$ cat config.mk
export PLATFORM = sky130hd
export DESIGN_NAME = rv32i_writeback
export DESIGN_NICKNAME = d
export VERILOG_FILES = /design/src/rtl/rv32i_writeback.sv
export SDC_FILE = /design/constraint.sdc
export NUM_CORES = 1
export LEC_CHECK = 0
export ABC_AREA = 1
export CAP_MARGIN = 20
export CORE_ASPECT_RATIO = 1.75
export CORE_MARGIN = 3
export CORE_UTILIZATION = 44
export DETAILED_ROUTE_END_ITERATION = 12
export PLACE_DENSITY = 0.91
export SYNTH_ARGS = -nofsm -noshare
export SYNTH_HDL_FRONTEND = slang
export SYNTH_SLANG_ARGS = --single-unit
$ cat constraint.sdc
create_clock -name clk -period 3.2 [get_ports clk]
set_clock_uncertainty 0.1 [all_clocks]
set_input_delay 0.96 -clock clk [delete_from_list [all_inputs] [get_ports clk]]
set_output_delay 0.96 -clock clk [all_outputs]
set_load 0.05 [all_outputs]
$ cat src/rtl/rv32i_writeback.sv
// RV32I writeback stage: retires ALU results directly and waits for data memory on loads.
// Optional retired-instruction counter enabled by defining RV32I_WB_INSTRET_EN.
module rv32i_writeback (
  input  logic        clk,
  input  logic        rst,
  input  logic        in_valid,
  output logic        in_ready,
  input  logic [4:0]  in_rd,
  input  logic        in_rd_we,
  input  logic        in_is_load,
  input  logic [2:0]  in_funct3,
  input  logic [1:0]  in_addr_lo,
  input  logic [31:0] in_result,
  input  logic        dmem_rsp_valid,
  input  logic [31:0] dmem_rsp_data,
  output logic [4:0]  write_reg,
  output logic [31:0] write_data,
  output logic        reg_write_enable,
  output logic        retire,
  output logic        busy,
  output logic [31:0] instret
);
  localparam int unsigned XLEN  = 32;
  localparam int unsigned REG_W = 5;

  typedef enum logic {IDLE, WAIT_LOAD} state_t;

  state_t           state, state_next;
  logic [REG_W-1:0] ld_rd, ld_rd_next;
  logic             ld_we, ld_we_next;
  logic [2:0]       ld_funct3, ld_funct3_next;
  logic [1:0]       ld_addr_lo, ld_addr_lo_next;
  logic [REG_W-1:0] write_reg_next;
  logic [XLEN-1:0]  write_data_next;
  logic             reg_write_enable_next;
  logic             retire_next;
  logic             accept;

  assign in_ready = (state == IDLE) && !rst;
  assign accept   = in_valid && in_ready;
  assign busy     = (state == WAIT_LOAD);

  // Byte/halfword lane select and extension; unknown funct3 codes behave as LW.
  function automatic logic [XLEN-1:0] load_extract(input logic [2:0] funct3,
                                                   input logic [1:0] addr_lo,
                                                   input logic [XLEN-1:0] word);
    logic [7:0]  byte_sel;
    logic [15:0] half_sel;
    case (addr_lo)
      2'd0:    byte_sel = word[7:0];
      2'd1:    byte_sel = word[15:8];
      2'd2:    byte_sel = word[23:16];
      default: byte_sel = word[31:24];
    endcase
    half_sel = addr_lo[1] ? word[31:16] : word[15:0];
    case (funct3)
      3'b000:  return {{24{byte_sel[7]}}, byte_sel};
      3'b100:  return {24'd0, byte_sel};
      3'b001:  return {{16{half_sel[15]}}, half_sel};
      3'b101:  return {16'd0, half_sel};
      default: return word;
    endcase
  endfunction

  always_comb begin
    state_next            = state;
    ld_rd_next            = ld_rd;
    ld_we_next            = ld_we;
    ld_funct3_next        = ld_funct3;
    ld_addr_lo_next       = ld_addr_lo;
    write_reg_next        = write_reg;
    write_data_next       = write_data;
    reg_write_enable_next = 1'b0;
    retire_next           = 1'b0;
    case (state)
      IDLE: begin
        if (accept) begin
          if (in_is_load) begin
            ld_rd_next      = in_rd;
            ld_we_next      = in_rd_we;
            ld_funct3_next  = in_funct3;
            ld_addr_lo_next = in_addr_lo;
            state_next      = WAIT_LOAD;
          end else begin
            write_reg_next        = in_rd;
            write_data_next       = in_result;
            reg_write_enable_next = in_rd_we && (in_rd != REG_W'(0));
            retire_next           = 1'b1;
          end
        end
      end
      WAIT_LOAD: begin
        if (dmem_rsp_valid) begin
          write_reg_next        = ld_rd;
          write_data_next       = load_extract(ld_funct3, ld_addr_lo, dmem_rsp_data);
          reg_write_enable_next = ld_we && (ld_rd != REG_W'(0));
          retire_next           = 1'b1;
          state_next            = IDLE;
        end
      end
      default: state_next = IDLE;
    endcase
  end

  always_ff @(posedge clk) begin
    if (rst) begin
      state            <= IDLE;
      ld_rd            <= '0;
      ld_we            <= 1'b0;
      ld_funct3        <= '0;
      ld_addr_lo       <= '0;
      write_reg        <= '0;
      write_data       <= '0;
      reg_write_enable <= 1'b0;
      retire           <= 1'b0;
    end else begin
      state            <= state_next;
      ld_rd            <= ld_rd_next;
      ld_we            <= ld_we_next;
      ld_funct3        <= ld_funct3_next;
      ld_addr_lo       <= ld_addr_lo_next;
      write_reg        <= write_reg_next;
      write_data       <= write_data_next;
      reg_write_enable <= reg_write_enable_next;
      retire           <= retire_next;
    end
  end

`ifdef RV32I_WB_INSTRET_EN
  logic [XLEN-1:0] instret_q;

  // Counts on the same edge that registers retire; wraps naturally.
  always_ff @(posedge clk) begin
    if (rst)              instret_q <= '0;
    else if (retire_next) instret_q <= instret_q + XLEN'(1);
  end

  assign instret = instret_q;
`else
  assign instret = '0;
`endif

endmodule

### Word-level counts from Yosys, hierarchy flattened

Cells that the tools add are included.

| storage, ports and cells | value |
|---|---|
| input port bits | 80 |
| bits in registers | 51 |
| word-level logic and storage cells | 52 |
| output and inout port bits | 73 |

| cells by class | value |
|---|---|
| eq/ne operators | 8 |
| reductions and logical operators | 11 |
| mux-type cells | 23 |
| bitwise logic cells | 1 |

Operators with widths:

| operator | count |
|---|---|
| 32-bit case mux with 4 select lines | 1 |
| 32-bit two-way mux | 3 |
| 32-bit case mux with 2 select lines | 1 |
| 8-bit case mux with 3 select lines | 1 |
| 16-bit two-way mux | 1 |
| 5-bit two-way mux | 3 |
| 5-bit case mux with 2 select lines | 1 |
| 5-bit nonzero test | 2 |
| 1-bit two-way mux | 9 |
| 3-bit == test, second input constant | 2 |
| 2-bit != test, second input constant | 3 |
| 1-bit case mux with 2 select lines | 3 |
| 3-bit AND reduction | 2 |
| 1-bit logical AND | 4 |
| 3-bit by 1-bit == test with 1-bit output, second input constant | 1 |
| 3-bit logical NOT | 1 |
| 2-bit by 1-bit == test with 1-bit output, second input constant | 1 |
| 2-bit == test, second input constant | 1 |
| 2-bit logical NOT | 1 |
| 1-bit logical NOT | 1 |
| 1-bit inverter | 1 |

### Depth between registers and ports, before layout

| logic depth | value |
|---|---|
| word-level depth | 5 |
| gate-level depth with buffers | 11 |
| gate-level depth less buffers | 9 |

### Least setup slack after synthesis

OpenSTA, ideal clock, no wires.

| path | value |
|---|---|
| path kind | input -> output |
| start | input rst |
| end | output in_ready |
| arrival time | 1,725 ps |
| stages on the path | 2 |
| path buffers | 1 |
| required time | 2,140 ps |
| slack | 415 ps |
| cells stage by stage | buf_6 -> nor2_1 |

| on the way | value |
|---|---|
| longest elaborated chain between the ends | 2 |

Ends and longest elaborated chain:

| element | RTL line | RTL |
|---|---|---|
| start: declaration | 5 | `input logic rst,` |
| 1-bit logical NOT | 39 | `assign in_ready = (state == IDLE) && !rst;` |
| 1-bit logical AND | 39 |  |
| end: declaration | 7 | `output logic in_ready,` |

Every way passes these cells.

### Worst setup path after layout

Same ends and word-level chain as after synthesis.

==> results.sh <==
export IMPL_reg2reg_to="write_data[28]$_SDFFE_PP0P_"
export IMPL_end_kind="primary output"
export IMPL_finalNetCount=638
export IMPL_drt_wirelength_per_cell_um=15.0
export IMPL_yosys_top_cells_area="dfxtp_1, a21oi_1, nand2_1, o21ai_0, buf_4"
export IMPL_setup_ws_ns=0.410
export IMPL_syn_inst=458
export IMPL_slew_headroom_pct=50.4
export IMPL_wl_mm=9.58
export IMPL_die_area_um2=8140
export IMPL_yosys_area_top_type="dfxtp_1"
export IMPL_grt_pass1_vias=3194
export IMPL_rows=39
export IMPL_antenna_cells=0
export IMPL_grt_util_all_layers_pct=23.2
export IMPL_mostFrequentLayoutCell="clkdlybuf4s50_1"
export IMPL_syn_area_um2=3100
export IMPL_cts_max_level=2
export IMPL_die_height_um=117
export IMPL_place_gp_congestion=0.883
export IMPL_post_cts_setup_buffers=0
export IMPL_status="completed"
export IMPL_worstMarginPinSlew_ns=0.743
export IMPL_worstPathMaxFanout=2
export IMPL_grt_pass1_wl_mm=15.3
export IMPL_overflow=0
export IMPL_placed_area_um2=4180
export IMPL_coreArea_um2=6690
export IMPL_firstDrtPassIters=5
export IMPL_syn_to_final_growth_pct=39.7
export IMPL_p_per_area_nw_per_um2=436
export IMPL_finalSetupViolCount=0
export IMPL_critPathArrivalTime_ns=1.73
export IMPL_drt_iter0_markers=263
export IMPL_numPortBuffers=120
export IMPL_power_mw=1.89
export IMPL_drive_gt1_share_pct=9.50
export IMPL_power_leakage_nw=1.80
export IMPL_route_vias_total=3385
export IMPL_cts_max_path_buffers=2
export IMPL_worstHoldPathCells=2
export IMPL_pre_cts_ws_ns=0.301
export IMPL_layout_common_cells="clkdlybuf4s50_1, nand2_1, a21oi_1"
export IMPL_ctsHoldBuffers=0
export IMPL_max_freq_mhz=358
export IMPL_critPathLaunchType="input port"
export IMPL_synth_top_cell_area_share_pct=32.9
export IMPL_max_cap_violations=0
export IMPL_rsz0062_at_grt="no"
export IMPL_die_w_um=69.5
export IMPL_startpoint="rst"
export IMPL_dp_hpwl_mm=7.22
export IMPL_slew_viol_final=0
export IMPL_whs_endpoint="write_reg[0]$_SDFFE_PP0P_"
export IMPL_tns_ns=0
export IMPL_avgSynthCellArea_um2=6.78
export IMPL_r2r_start="busy$_SDFF_PP0_"
export IMPL_initial_core_util_pct=46.4
export IMPL_num_io_pins=153
export IMPL_cts_resized=0
export IMPL_remaining_drc_errors=0
export IMPL_viasPerCell=5.29
export IMPL_antenna_found_initial=0
export IMPL_ys_ff_latch=51
export IMPL_largest_reg_flops=32
export IMPL_r2r_slack_ns=1.02
export IMPL_period_minus_slack_ns=2.79
export IMPL_synth_seq_area_share_pct=32.9
export IMPL_hold_path_class="reg2reg"
export IMPL_period_share_pct=87.2
export IMPL_cts_buffers=5
export IMPL_min_from="ld_rd[0]$_SDFFE_PP0P_"
export IMPL_final_antenna_net_count=0
export IMPL_grt_max_degree=54
export IMPL_clk_pin_slew_ns=0.06
export IMPL_cts_root_buf="clkbuf_16"
export IMPL_clock_sinks=51
export IMPL_worstPathRequired_ns=2.14
export IMPL_fin_area_um2=4340
export IMPL_criticalPathCategory="in2out"
export IMPL_r2r_cells=6
export IMPL_clk_latency_ns=0.29
export IMPL_synth_distinct_cells=29
export IMPL_ys_warn_count=0
export IMPL_ir_worst_vdd_mv=0.301
export IMPL_hold_viol_final=0
export IMPL_tritoncts="built"
==> report_power, final <==
group	switching, mW	leakage, nW	internal (mW)
sequential	0.0281	0.418	0.676
combinational	0.382	1.30	0.215
clock	0.224	0.0769	0.365
==> how the worst max path moves through the flow <==
stage	slack, ns	to	cells past startpoint
after floorplan	0.42	in_ready	2
after global placement	0.42	in_ready	3
after detailed placement	0.30	write_data[8]$_SDFFE_PP0P_	8
after CTS	0.40	in_ready	3
after global routing	0.38	in_ready	3
final	0.41	in_ready	3
==> critical path, stage by stage <==
cell and delay (ns):
clkdlybuf4s50_1 0.42, nor2_1 0.18, buf_12 0.17
==> logic make-up (layout without fill, tap and decap cells) <==
| kind of cell | Yosys count | in the layout | synth area share, % |
|---|---|---|---|
| buffers and inverters | 87 | 156 | 16.0 |
| AND/OR/NAND/NOR | 163 | 163 | 25.5 |
| flip-flops | 51 | 51 | 32.9 |
| AO/OA/AOI/OAI | 156 | 156 | 25.5 |
| other | 1 | 32 | 0.121 |
==> cell type report <==
type	count	area [um2]
fill	572	2350
clock inverter	1	30.0
tap	82	103
inverter	23	86.3
timing repair buffer	126	1270
sequential	51	1020
clock buffer	6	129
multi-input combinational	351	1700
==> per-layer routing <==
layer / track usage (%) / part of all wire [%]
met1: 23.7 / 36
met3: 5.38 / 7.9
met5: 0 / 0
met2: 44.2 / 52
met4: 11.1 / 4.3
==> through the flow <==
stage                     instances  util (%)  hold slack (ns)
after floorplan                 489         -            0.339
after global placement          633      62.5            0.351
after detailed placement        633      62.5            0.366
after CTS                       640      64.9            0.376
after global routing            640      64.9            0.388
final                           640      64.9            0.375
==> cells in the mapped netlist <==
master / instances
nand2_2: 3
buf_2: 9
dfxtp_1: 51
buf_6: 4
nand3_1: 10
o21ai_0: 62
nand3_2: 10
clkbuf_2: 1
nand2_4: 1
a21o_1: 1
nand4_1: 1
nor3b_4: 1
nand3_4: 1
nor2_1: 23
a31oi_1: 5
a21oi_1: 86
o211ai_1: 1
inv_1: 18
buf_4: 34
nand2_1: 90
inv_2: 5
nor3_1: 4
conb_1: 1
or2_1: 1
o21ai_1: 1
clkbuf_1: 15
or2_2: 17
nor2_4: 1
buf_1: 1
(Power assumes the default switching activity.)
